==> config.mk <==
export PLATFORM = sky130hd
export DESIGN_NAME = updown_mod_counter
export DESIGN_NICKNAME = d
export VERILOG_FILES = /design/src/rtl/counter_pkg.sv /design/src/rtl/counter_firewall.sv /design/src/rtl/updown_mod_counter.sv
export SDC_FILE = /design/constraint.sdc
export NUM_CORES = 1
export LEC_CHECK = 0
export BUFFER_PORTS_ARGS = -buffer_cell sky130_fd_sc_hd__buf_2
export CAP_MARGIN = 10
export CORE_AREA = 2 2 39 41
export CTS_CLUSTER_DIAMETER = 80
export DETAILED_ROUTE_END_ITERATION = 16
export DIE_AREA = 0 0 41 43
export PLACE_DENSITY = 0.53
export SYNTH_ARGS = -nofsm -noshare
export SYNTH_HDL_FRONTEND = slang
export SYNTH_HIERARCHICAL = 1
export SYNTH_SLANG_ARGS = --single-unit
==> constraint.sdc <==
create_clock -name clk -period 3.8 [get_ports clk]
set_input_delay 0.38 -clock clk [delete_from_list [all_inputs] [get_ports clk]]
set_output_delay 0.38 -clock clk [all_outputs]
set_load 0.02 [all_outputs]
==> src/rtl/counter_pkg.sv <==
// counter_pkg: shared modes, result record and next-state function for the up/down modulo counter
package counter_pkg;

    localparam int MODE_WRAP = 0;
    localparam int MODE_SAT  = 1;

    // Next count plus the event pulses it produces; 32-bit so any WIDTH up to 31 fits
    typedef struct packed {
        logic [31:0] val;
        logic        ovf;
        logic        unf;
        logic        ld_err;
    } count_t;

    // Priority ld > (inc&dec) > inc > dec > hold; all compares against max_val, never all-ones
    function automatic count_t next_count(
        input logic [31:0] cur,
        input logic [31:0] din,
        input logic        ld,
        input logic        inc,
        input logic        dec,
        input logic [31:0] max_val,
        input logic        sat
    );
        count_t r;
        r = '{val: cur, ovf: 1'b0, unf: 1'b0, ld_err: 1'b0};
        if (ld) begin
            r.ld_err = din > max_val;
            r.val    = r.ld_err ? max_val : din;
        end else if (inc && !dec) begin
            r.ovf = cur == max_val;
            r.val = r.ovf ? (sat ? cur : 32'd0) : cur + 32'd1;
        end else if (dec && !inc) begin
            r.unf = cur == 32'd0;
            r.val = r.unf ? (sat ? cur : max_val) : cur - 32'd1;
        end
        return r;
    endfunction

endpackage

==> src/rtl/counter_firewall.sv <==
// counter_firewall: simulation-only monitor that flags illegal counter states and requests
module counter_firewall #(
    parameter int WIDTH   = 3,
    parameter int MAX_VAL = (1 << WIDTH) - 1,
    parameter bit STRICT  = 1'b0
) (
    input logic             clk,
    input logic             rst,
    input logic             ld,
    input logic             inc,
    input logic             dec,
    input logic [WIDTH-1:0] data_in,
    input logic [WIDTH-1:0] data_out
);

    // Compare zero-extended so a full-range MAX_VAL does not turn these into constant compares
    localparam logic [31:0] MAX32 = 32'(MAX_VAL);

    // Screen every edge while out of reset; strict mode also rejects requests that would over/underflow
    always @(posedge clk) begin
        if (rst) begin
            assert (32'(data_out) <= MAX32)
                else $error("counter_firewall: data_out %0d above MAX_VAL %0d", data_out, MAX_VAL);
            assert (!(ld && 32'(data_in) > MAX32))
                else $error("counter_firewall: load value %0d above MAX_VAL %0d", data_in, MAX_VAL);
            if (STRICT) begin
                assert (!(inc && !dec && !ld && 32'(data_out) == MAX32))
                    else $error("counter_firewall: inc at MAX_VAL");
                assert (!(dec && !inc && !ld && data_out == '0))
                    else $error("counter_firewall: dec at zero");
            end
        end
    end

endmodule

==> src/rtl/updown_mod_counter.sv <==
// updown_mod_counter: loadable up/down modulo counter with wrap/saturate modes and event pulses
module updown_mod_counter
    import counter_pkg::*;
#(
    parameter int WIDTH    = 3,
    parameter int MAX_VAL  = (1 << WIDTH) - 1,
    parameter int MODE     = MODE_WRAP,
    parameter int RST_VAL  = 0,
    parameter bit STRICT   = 1'b0,
    parameter bit CHECK_EN = 1'b1
) (
    input  logic             clk,
    input  logic             rst,
    input  logic             ld,
    input  logic             inc,
    input  logic             dec,
    input  logic [WIDTH-1:0] data_in,
    output logic [WIDTH-1:0] data_out,
    output logic             at_max,
    output logic             at_min,
    output logic             ovf,
    output logic             unf,
    output logic             ld_err
);

    localparam logic [WIDTH-1:0] MAX = WIDTH'(MAX_VAL);

    if (WIDTH < 1 || WIDTH > 31) begin : g_bad_width
        $error("updown_mod_counter: WIDTH %0d outside 1..31", WIDTH);
    end
    if (MAX_VAL < 1 || MAX_VAL > (1 << WIDTH) - 1) begin : g_bad_max
        $error("updown_mod_counter: MAX_VAL %0d outside 1..2**WIDTH-1", MAX_VAL);
    end
    if (RST_VAL < 0 || RST_VAL > MAX_VAL) begin : g_bad_rst
        $error("updown_mod_counter: RST_VAL %0d outside 0..MAX_VAL", RST_VAL);
    end
    if (MODE != MODE_WRAP && MODE != MODE_SAT) begin : g_bad_mode
        $error("updown_mod_counter: MODE %0d is neither wrap nor saturate", MODE);
    end

    count_t                nxt;
    logic [WIDTH-1:0]      data_nxt;
    logic [31-WIDTH:0]     unused_hi;

    // Evaluate the next count and event pulses from the current count and strobes
    always_comb nxt = next_count(32'(data_out), 32'(data_in), ld, inc, dec, 32'(MAX_VAL), MODE == MODE_SAT);

    assign {unused_hi, data_nxt} = nxt.val;
    assign at_max = data_out == MAX;
    assign at_min = data_out == '0;

    // Count register and one-cycle event pulses, cleared immediately by reset
    always_ff @(posedge clk or negedge rst) begin
        if (!rst) begin
            data_out <= WIDTH'(RST_VAL);
            ovf      <= 1'b0;
            unf      <= 1'b0;
            ld_err   <= 1'b0;
        end else begin
            data_out <= data_nxt;
            ovf      <= nxt.ovf;
            unf      <= nxt.unf;
            ld_err   <= nxt.ld_err;
        end
    end

    if (CHECK_EN) begin : g_firewall
        counter_firewall #(
            .WIDTH   (WIDTH),
            .MAX_VAL (MAX_VAL),
            .STRICT  (STRICT)
        ) u_firewall (
            .clk      (clk),
            .rst      (rst),
            .ld       (ld),
            .inc      (inc),
            .dec      (dec),
            .data_in  (data_in),
            .data_out (data_out)
        );
    end

endmodule

* Yosys cells after proc, flatten, opt, wreduce, memory -nomap -nowiden
Cells that the tools add are included.
Storage, ports and cells: bits in registers 5, logic and storage cells 21, input port bits 8
Operators by class: $add $sub $neg 2, equal/unequal tests 1, muxes and demuxes 9, reduce and logical (&&, ||, !) cells 6
Operators with widths (number):
- 3-bit two-way mux | 5
- 3-bit by 1-bit adder with 3-bit output, second input constant | 1
- 3-bit equality test, second input constant | 1
- 3-bit zero test | 1
- 1-bit two-way mux | 3
- 3-bit nonzero test | 1
- 3-bit by 1-bit subtractor with 3-bit output, second input constant | 1
- 1-bit logical AND | 2
- 1-bit zero test | 2
- 2-bit two-way mux | 1

* Longest topological paths before layout
Gate-level depths: netlist (run 1).
depth after elaboration 5, gate-level depth with buffers 5, gate-level depth less buffers 5

* Worst setup path after synthesis (run 1)
No wires, ideal clock.
path type register -> register, start point register data_out[0], end point register data_out[0], setup slack 2.106 ns, stages on the path, launching flop included 6, path buffers 0, setup time 0.066 ns, arrival time 1.628 ns, data required time 3.734 ns, cell sequence dfrtp_1 > ha_1 > ha_1 > or3b_1 > a21oi_1 > o31a_1
Between the ends: elaborated cells between the ends (all ways) 9
RTL lines:
- start: declaration | line updown_mod_counter.sv:18 | output logic [WIDTH-1:0] data_out,
- start signal: assignment | line updown_mod_counter.sv:55 | data_out <= WIDTH'(RST_VAL);
- start signal: assignment | line updown_mod_counter.sv:60 | data_out <= data_nxt;
- 3-bit equality test
- via at_max | line updown_mod_counter.sv:19 | output logic at_max,
- 3-bit two-way mux | line counter_pkg.sv:32 | r.val = r.ovf ? (sat ? cur : 32'd0) : cur + 32'd1;
- 3-bit two-way mux | line counter_pkg.sv:30 | end else if (inc && !dec) begin
- 3-bit two-way mux | line counter_pkg.sv:27 | if (ld) begin
The timed path passes the listed nets, and every way through them passes these cells. The select of a mux whose other input is x is not followed. A chain may end at the register's enable or synchronous reset.

* Worst setup path after layout (run 1)
start point register data_out[0], end point output port at_min
Between the ends: longest elaborated chain between the ends 1
Ends and longest elaborated chain:
- 3-bit zero test | line updown_mod_counter.sv:50 | assign at_min = data_out == '0;
- end: declaration | line updown_mod_counter.sv:20 | output logic at_min,
Every way passes these cells.

==> metrics.txt, run 1 <==
DRC 0; Rows 14; layout cells sized above 1 0.3390; Sequential Power Share 0.357; Final Slew Violations 0; 1st-iter DRT viols 1; f_max 569.7 MHz; CTS HTree Levels 1; number of nets in the layout around 70; clk sinks 5; io pins 16; area delta synth->final 22.29%; flop2flop setup slack 2.22 ns; Die ar. approximately 1800 um2; Fin Setup TNS 0 ns; number of buffers created by CTS 3; clock power share 0.319; Finished Core Util 0.3770; latest clock arrival within the worst-skew pair between 0.2 and 0.25 ns; CP Capture Point at_min; Post-synth top flop dfrtp_1; Hold Fails Final Rpt 0; vias in the first global route between 300 and 400; DRT antenna net count 0; commonest non-fill, non-tap cells in the layout buf_2, dfrtp_1, ha_1; Setup Crit Path Kind register to primary output; vias per std cell 4.840; Required @ worst endpoint between 3 and 4 ns; IR drop worst, VDD 0.1093 mV; first-pass GRT wire length between 1 and 1.5 mm; CTS Buffer Depth 2; Initial Utilization 0.3083; largest net degree at the start of global routing 14; Power Internal approximately 130 uW; crit share post-route 0.4619; post-cts resize count 0; Syn Area/Cell around 9.7 um2; Post-CTS Setup Bufs 0; Wirelength per Cell around 12 um; run status finished, final reports clean; Reg2Reg Depth 5; commonest non-fill, non-tap cell in the layout buf_2; TritonCTS clock tree done; cell count after synthesis between 40 and 50; asr flop ratio synth 1.000; root buffer cell clkbuf_4; CP startpoint kind register; Die X between 40 and 50 um; Total GRT Usage 0.1312; GRT overflow 0; Worst-path clk slew roughly 0.04 ns; Min Clock Period, post-route 1.755 ns; PortBufs 14; Comb power frac 0.324; CP max FO 6; Worst R2R End data_out[0]; Hold Crit Class input port to register; r2r startpoint data_out[0]; unrepaired setup endpoints after global routing no; RePlAce Congestion 0.6678; Die H between 40 and 50 um; P_sw 63.41 uW; vias after detailed routing around 360; Setup crit end kind primary output; Leak around 0.28 nW; syn_nets 56; final wirelength ~900 um; Arrival @ worst endpoint between 1 and 1.5 ns; Synth Register Bits 5; Worst Clk Skew 0.002320 ns; max_cap viols 0; antenna violations before repair 0; CP startpoint data_out[0]; Setup violations, final 0; core area 1384 um2; switching portion of total power 0.3362; pwr dens around 360 nW/um2; Mapped Area 426.7 um2; sequential share of the synthesized area 0.2933; ant diodes 0; Synth warnings 6; number of distinct library cells after synthesis 27; DR pass1 iterations 2; Post-synth EDFFs 0
layer usage:
metal / wire length, um / track usage / up-vias
met5: 0 / 0 / -
met4: 8 / 0.1000 / 0
met3: 33 / 0.03141 / 2
met2: 464 / 0.1969 / 8
met1: 397 / 0.1503 / 168
li1: - / - / 185
metrics by stage:
stage	std cells	setup slack, ns	instance area (um2)	hold WS [ns]	power, mW
finish	75	2.045	521.8	0.3430	0.1886
global route	75	1.937	521.8	0.3783	0.2036
CTS	75	2.017	521.8	0.3374	0.1923
detailed placement	70	2.218	485.5	0.2031	0.1291
global placement	70	2.272	485.5	0.1981	0.1285
floorplan	44	2.106	426.7	0.08441	0.1117
repair_timing:
| action | 4_1_cts | 5_1_grt |
|---|---|---|
| endpoints found under the setup margin | 0 | 0 |
| hold buffers | 1 | 0 |
| endpoints found under the hold margin | 5 | 0 |
worst min-delay path by stage:
stage	start	to	slack, ns	cells past startpoint
5_1_grt	data_in[1]	data_out[1]	0.38	3
6_report	data_in[1]	data_out[1]	0.34	3
3_3_place_gp	rst	ovf	0.20	1
2_1_floorplan	rst	data_out[0]	0.08	0
4_1_cts	data_in[1]	data_out[1]	0.34	3
3_5_place_dp	rst	unf	0.20	1
cell families (layout without fill, tap and decap cells):
kind of cell,Yosys count,after routing,share of synthesized area
mux,1,1,0.02346
flops,5,5,0.2933
compound gates,11,11,0.1994
other cells,1,1,0.008789
buf+inv,7,22,0.09968
fa+ha+maj,4,4,0.1173
simple gates,15,15,0.2581
layout make-up:
| cell class | count | area [um2] |
|---|---|---|
| fillers | 156 | 862.1 |
| flip-flops and latches | 5 | 125.1 |
| clock buffers | 4 | 26.28 |
| multi-input cells | 32 | 259.0 |
| repair buffers | 15 | 80.08 |
| well taps | 16 | 20.02 |
| inverters | 3 | 11.26 |
power by group through the flow:
stage               Clock, mW  Sequential (mW)  Combinational (mW)
floorplan                   0           0.0721              0.0396
global placement            0           0.0676              0.0610
detailed placement          0           0.0680              0.0612
CTS                    0.0630           0.0672              0.0621
global route           0.0666           0.0684              0.0687
finish                 0.0602           0.0673              0.0612
registers in the layout, summed over array words and instances (netlist names):
name / cells
ovf: 1
data_out: 3
unf: 1
critical path, stage by stage (launching register included):
cell	delay, ns
dfrtp_1	0.43
inv_1	0.10
ha_1	0.17
nor2b_1	0.23
buf_2	0.21
cells in the mapped netlist (2+ instances only):
library cell,count,area share
a211o_1,2,0.041
a21oi_1,2,0.023
buf_4,2,0.035
dfrtp_1,5,0.29
ha_1,4,0.12
inv_1,3,0.026
nand2_1,3,0.026
nor4bb_1,2,0.047
o211a_1,2,0.047
o31ai_1,2,0.035
Power figures use the tool's default switching activity.
==> inputs of run 2 (changes only) <==
--- a/config.mk
+++ b/config.mk
@@ -11,7 +11,7 @@
 export CTS_CLUSTER_DIAMETER = 80
 export DETAILED_ROUTE_END_ITERATION = 16
 export DIE_AREA = 0 0 41 43
-export PLACE_DENSITY = 0.53
+export PLACE_DENSITY = 0.55
 export SYNTH_ARGS = -nofsm -noshare
 export SYNTH_HDL_FRONTEND = slang
 export SYNTH_HIERARCHICAL = 1
==> constraint.sdc (replaced) <==
create_clock -name clk -period 1.4 [get_ports clk]
set_input_delay 0.14 -clock clk [delete_from_list [all_inputs] [get_ports clk]]
set_output_delay 0.14 -clock clk [all_outputs]
set_load 0.02 [all_outputs]
==> run 2 against run 1 <==
The flow now finishes with violations (negative setup slack). Setup slack got worse by 2.1 ns. Final area rose by 18%. Largest cell class unchanged. Largest power group is now combinational logic. Die area did not move. Non-clock buffer count rose by 4.
==> metrics.txt, run 2 (synthesis gave the netlist of run 1 again) <==
run status finished, violations left; failing checks negative setup slack; Setup violations, final 1 (+1); CP startpoint kind register; commonest non-fill, non-tap cell in the layout buf_2; pwr dens 959.9 nW/um2 (+170%); area delta synth->final 44.28%; Worst-path clk slew 0.05 ns (about the same); Initial Utilization 0.3083 (unchanged); Min Clock Period, post-route around 1.4 ns; layout cells sized above 1 0.5238 (+0.1848); crit share post-route 1.008; Rows 14 (unchanged); Worst R2R End data_out[0]; commonest non-fill, non-tap cells in the layout buf_2, buf_4; first-pass GRT wire length 1.676 mm (+14%); post-route setup slack -0.01143 ns (-2.056 ns); latest clock arrival within the worst-skew pair 0.24 ns (about the same); 1st-iter DRT viols 7 (+6); DRC 0 (unchanged); Die X 41 um (unchanged); Required @ worst endpoint 1.58 ns (-1.84 ns); CP max FO 3 (-3); Setup crit end kind register; hold path cells 3 (unchanged); max_cap viols 0 (unchanged); DRT antenna net count 0 (unchanged); largest registers data_out (3), ovf (1), unf (1); number of nets in the layout 76 (+5.6%); Hold Path Sink data_out[1]; Finished Core Util 0.4448 (+0.06781); DR pass1 iterations 4 (+2); Arrival @ worst endpoint 1.59 ns (+0.21 ns); Die H 43 um (unchanged); Sequential Power Share 0.299 (-0.058); flop2flop setup slack -0.01 ns (-2.23 ns); switching portion of total power 0.3437 (+0.007539); IR drop worst, VDD 0.3766 mV (+240%); clock power share 0.291 (-0.028); RePlAce Congestion 0.7141 (+6.9%); io pins 16 (unchanged); CTS Buffer Depth 2 (unchanged); final wirelength 972 um (+7.5%); antenna violations before repair 0 (unchanged); Comb power frac 0.410 (+0.086); Final Cell Area 615.6 um2 (+18%); PortBufs 14 (unchanged); Wirelength per Cell 12.30 um (+2.1%); root buffer cell clkbuf_4; CTS HTree Levels 1 (unchanged); Reg2Reg Depth 5 (unchanged); TritonCTS clock tree done; number of fill cells 145 (-7.1%); Die ar. 1763 um2 (unchanged); vias after detailed routing 389 (+7.2%); Power Internal 387.8 uW (+210%); clk sinks 5 (unchanged); max reg flops 3 (unchanged); largest net degree at the start of global routing 14 (unchanged); Final Slew Violations 0 (unchanged); Total GRT Usage 0.1446 (+0.01340); number of buffers created by CTS 3 (unchanged); post-DP HPWL about 710 um; hold_sp data_in[1]; Hold Fails Final Rpt 0 (unchanged); vias in the first global route 379 (+11%); Worst Clk Skew 0.0008482 ns (-0.001471 ns); Post-CTS Setup Bufs 0 (unchanged); Most flops, register data_out; r2r startpoint data_out[1]; Setup Crit Path Kind register to register; f_max around 710 MHz; ant diodes 0 (unchanged); Hold Crit Class input port to register; vias per std cell 4.924 (+1.7%); core area 1384 um2 (unchanged); unrepaired setup endpoints after global routing yes; Leak 0.3045 nW (+7.0%); dpl cell area 550.5 um2 (+13%); P_sw 203.1 uW (+220%); GRT overflow 0 (unchanged)
-- run 2: what timing repair did --
item,in CTS,in global routing
hold buffers,1,0
endpoints found under the setup margin,3,4
pin swaps,0,0
resized for setup,5,3
endpoints found under the hold margin,5,0
-- run 2: cell type report --
cell class	count	area, um2	area share
Multi-Input combinational cell	32	307.8	0.5000
Clock buffer	4	26.28	0.04268
Sequential cell	5	127.6	0.2073
Inverter	3	11.26	0.01829
Tap cell	16	20.02	0.03252
Timing Repair Buffer	19	122.6	0.1992
-- run 2: power by group through the flow --
stage	Combinational (mW)	Clock, mW	Sequential [mW]
floorplan	0.123	0	0.207
global placement	0.221	0	0.179
detailed placement	0.220	0	0.179
CTS	0.234	0.182	0.177
global route	0.271	0.191	0.178
finish	0.242	0.172	0.177
-- run 2: through the flow --
stage          instances  setup TNS (ns)  hold slack, ns  total power [mW]  worst slack, ns
2_1_floorplan         44         -0.1027         -0.1556            0.3299         -0.07480
3_3_place_gp          74               0        -0.03442            0.4000         0.001232
3_5_place_dp          74     -0.00001787        -0.03001            0.3984      -0.00001787
4_1_cts               79        -0.02340         0.09075            0.5928         -0.02340
5_1_grt               79         -0.1084          0.1255            0.6410         -0.05715
6_report              79        -0.01143         0.09808            0.5909         -0.01143
-- run 2: worst max path at each step --
stage          slack (ns)           to        start  depth (start not counted)
6_report            -0.01  data_out[0]  data_out[1]                          5
5_1_grt             -0.06  data_out[0]  data_out[0]                          5
4_1_cts             -0.02  data_out[0]  data_out[0]                          5
3_5_place_dp     -0.00002  data_out[0]  data_out[0]                          5
3_3_place_gp        0.001  data_out[2]  data_out[0]                          5
2_1_floorplan       -0.07  data_out[0]  data_out[0]                          5
-- run 2: worst max-delay path: stages (launching register included) --
cell and delay (ns):
dfrtp_2 0.43, ha_4 0.17, ha_4 0.14, or3b_1 0.36, a21oi_2 0.12, o31a_1 0.12
-- run 2: metal layers --
metal	vias to the layer above	part of all wire	global-route usage
met5	-	0	0
met4	0	0.012	0.08000
met3	2	0.065	0.04712
met2	12	0.47	0.2281
met1	180	0.45	0.1608
li1	195	-	-
==> inputs of run 3 (changes only) <==
--- a/config.mk
+++ b/config.mk
@@ -11,7 +11,8 @@
 export CTS_CLUSTER_DIAMETER = 80
 export DETAILED_ROUTE_END_ITERATION = 16
 export DIE_AREA = 0 0 41 43
-export PLACE_DENSITY = 0.55
+export PLACE_DENSITY = 0.53
+export SKIP_CTS_REPAIR_TIMING = 1
 export SYNTH_ARGS = -nofsm -noshare
 export SYNTH_HDL_FRONTEND = slang
 export SYNTH_HIERARCHICAL = 1
==> constraint.sdc (replaced) <==
create_clock -name clk -period 1.85 [get_ports clk]
set_input_delay 0.185 -clock clk [delete_from_list [all_inputs] [get_ports clk]]
set_output_delay 0.185 -clock clk [all_outputs]
set_load 0.02 [all_outputs]
==> run 3 against run 2 <==
Register-to-register slack gained 0.28 ns. Largest power group is now sequential cells. Core utilization down 6.8 points. Setup slack better by 0.28 ns. Critical path depth stayed put. Clock skew up 0.0015 ns. Clock power fell by 28%. The run now ends clean. Sequential power decreased by 22%. Largest cell class unchanged.
==> metrics.txt, run 3 (synthesis gave the netlist of run 1 again) <==
Total GRT Usage 0.1292 (-0.01542); commonest non-fill, non-tap cells in the layout buf_2, dfrtp_1, ha_1; Die X 41 um (unchanged); Hold Fails Final Rpt 0 (unchanged); latest clock arrival within the worst-skew pair 0.24 ns (about the same); Setup Crit Path Kind register to register; clk sinks 5 (unchanged); Fin Setup TNS 0 ns (+0.01143 ns); ant diodes 0 (unchanged); Rows 14 (unchanged); Wirelength per Cell 12.05 um (-2.0%); number of buffers created by CTS 3 (unchanged); Die H 43 um (unchanged); max reg flops 3 (unchanged); Hold Crit Class input port to register; f_max 631.7 MHz (-11%); met2 Use GR 0.1906 (-0.03750); Finished Core Util 0.3770 (-0.06781); Most flops, register data_out; number of nets in the layout 72 (-5.3%); GRT overflow 0 (unchanged); GR peak layer met2; RePlAce Congestion 0.6675 (-6.5%); root buffer cell clkbuf_4; DRT antenna net count 0 (unchanged); DR pass1 iterations 2 (-2); vias per std cell 4.840 (-1.7%); TritonCTS clock tree done; global routing usage on met1 0.1503 (-0.01044); 1st-iter DRT viols 1 (-6); CP startpoint kind register; first-pass GRT wire length 1.442 mm (-14%); Setup violations, final 0 (-1); CP max FO 6 (+3); max_cap viols 0 (unchanged); final wirelength 904 um (-7.0%); Min Clock Period, post-route 1.583 ns (+0.1717 ns); Arrival @ worst endpoint 1.76 ns (+0.17 ns); CTS Buffer Depth 2 (unchanged); layout cells sized above 1 0.3390 (-0.1848); WHS 0.1480 ns (+0.04996 ns); core area 1384 um2 (unchanged); run status finished, final reports clean; Final Slew Violations 0 (unchanged); antenna violations before repair 0 (unchanged); Required @ worst endpoint 2.02 ns (+0.44 ns); vias after detailed routing 363 (-6.7%); Worst-path clk slew 0.04 ns (about the same); Die ar. 1763 um2 (unchanged); number of fill cells 157 (+8.3%); Leak 0.2847 nW (-6.5%); GR Util met3 0.03141 (-0.01571); io pins 16 (unchanged); DRC 0 (unchanged); vias in the first global route 332 (-12%); area delta synth->final 22.29%; IR drop worst, VDD 0.2245 mV (-40%); unrepaired setup endpoints after global routing no; Worst Clk Skew 0.002320 ns (+0.001471 ns); Setup crit end kind register; Initial Utilization 0.3083 (unchanged); largest net degree at the start of global routing 14 (unchanged); commonest non-fill, non-tap cell in the layout buf_2; PortBufs 14 (unchanged); pwr dens 742.6 nW/um2 (-23%); CTS HTree Levels 1 (unchanged); crit share post-route 0.8557 (-0.1524); largest registers data_out (3), ovf (1), unf (1)
## run 3: cell types whose count changed in the layout (fill, tap and decap cells not counted), moves of 2 or more
cell	before	now
dfrtp_1	3	5
buf_6	2	0
buf_2	12	14
inv_1	1	3
buf_4	4	0
inv_2	2	0
dfrtp_2	2	0
ha_1	1	4
ha_4	3	0
## run 3: final timing paths
kind,depth (start not counted),slack [ns],endpoint,start
setup / recovery,5,0.27,data_out[0],data_out[0]
hold / removal,3,0.15,data_out[1],data_in[1]
setup reg to reg,5,0.27,data_out[0],data_out[0]
hold reg to reg,3,0.75,data_out[2],data_out[2]
max in group asynchronous,2,1.42,ovf,rst
min in group asynchronous,2,0.30,data_out[2],rst
## run 3: per-stage QoR
stage	power (mW)	cells	worst slack (ns)	area (um2)
after floorplan	0.2295	44	0.1559	426.7
after global placement	0.2640	70	0.3220	485.5
after detailed placement	0.2653	70	0.2682	485.5
after CTS	0.3935	74	0.2517	511.7
after global routing	0.4183	75	0.1816	521.8
final	0.3875	75	0.2669	521.8
## run 3: cell type report
| cell class | count | area [um2] | share of cell area |
|---|---|---|---|
| Sequential cell | 5 | 125.1 | 0.2398 |
| Clock buffer | 4 | 26.28 | 0.05036 |
| Inverter | 3 | 11.26 | 0.02158 |
| Timing Repair Buffer | 15 | 80.08 | 0.1535 |
| Multi-Input combinational cell | 32 | 259.0 | 0.4964 |
| Tap cell | 16 | 20.02 | 0.03837 |
## run 3: worst max-delay path: stages, from the launching register on
cell     delay (ns)
dfrtp_1        0.43
ha_1           0.22
ha_1           0.20
or3b_1         0.37
a21oi_1        0.15
o31a_1         0.15
## run 3: metal layers
metal / wire length [um] / vias up
met4: 8 / 0
met3: 33 / 2
met2: 464 / 8
met5: 0 / -
li1: - / 185
met1: 398 / 168
## run 3: power by group
group	leakage [nW]	internal, mW	switching [mW]	total (mW)
clock	0.0150	0.0814	0.0422	0.124
combinational	0.207	0.0557	0.0701	0.126
sequential	0.0629	0.120	0.0180	0.138
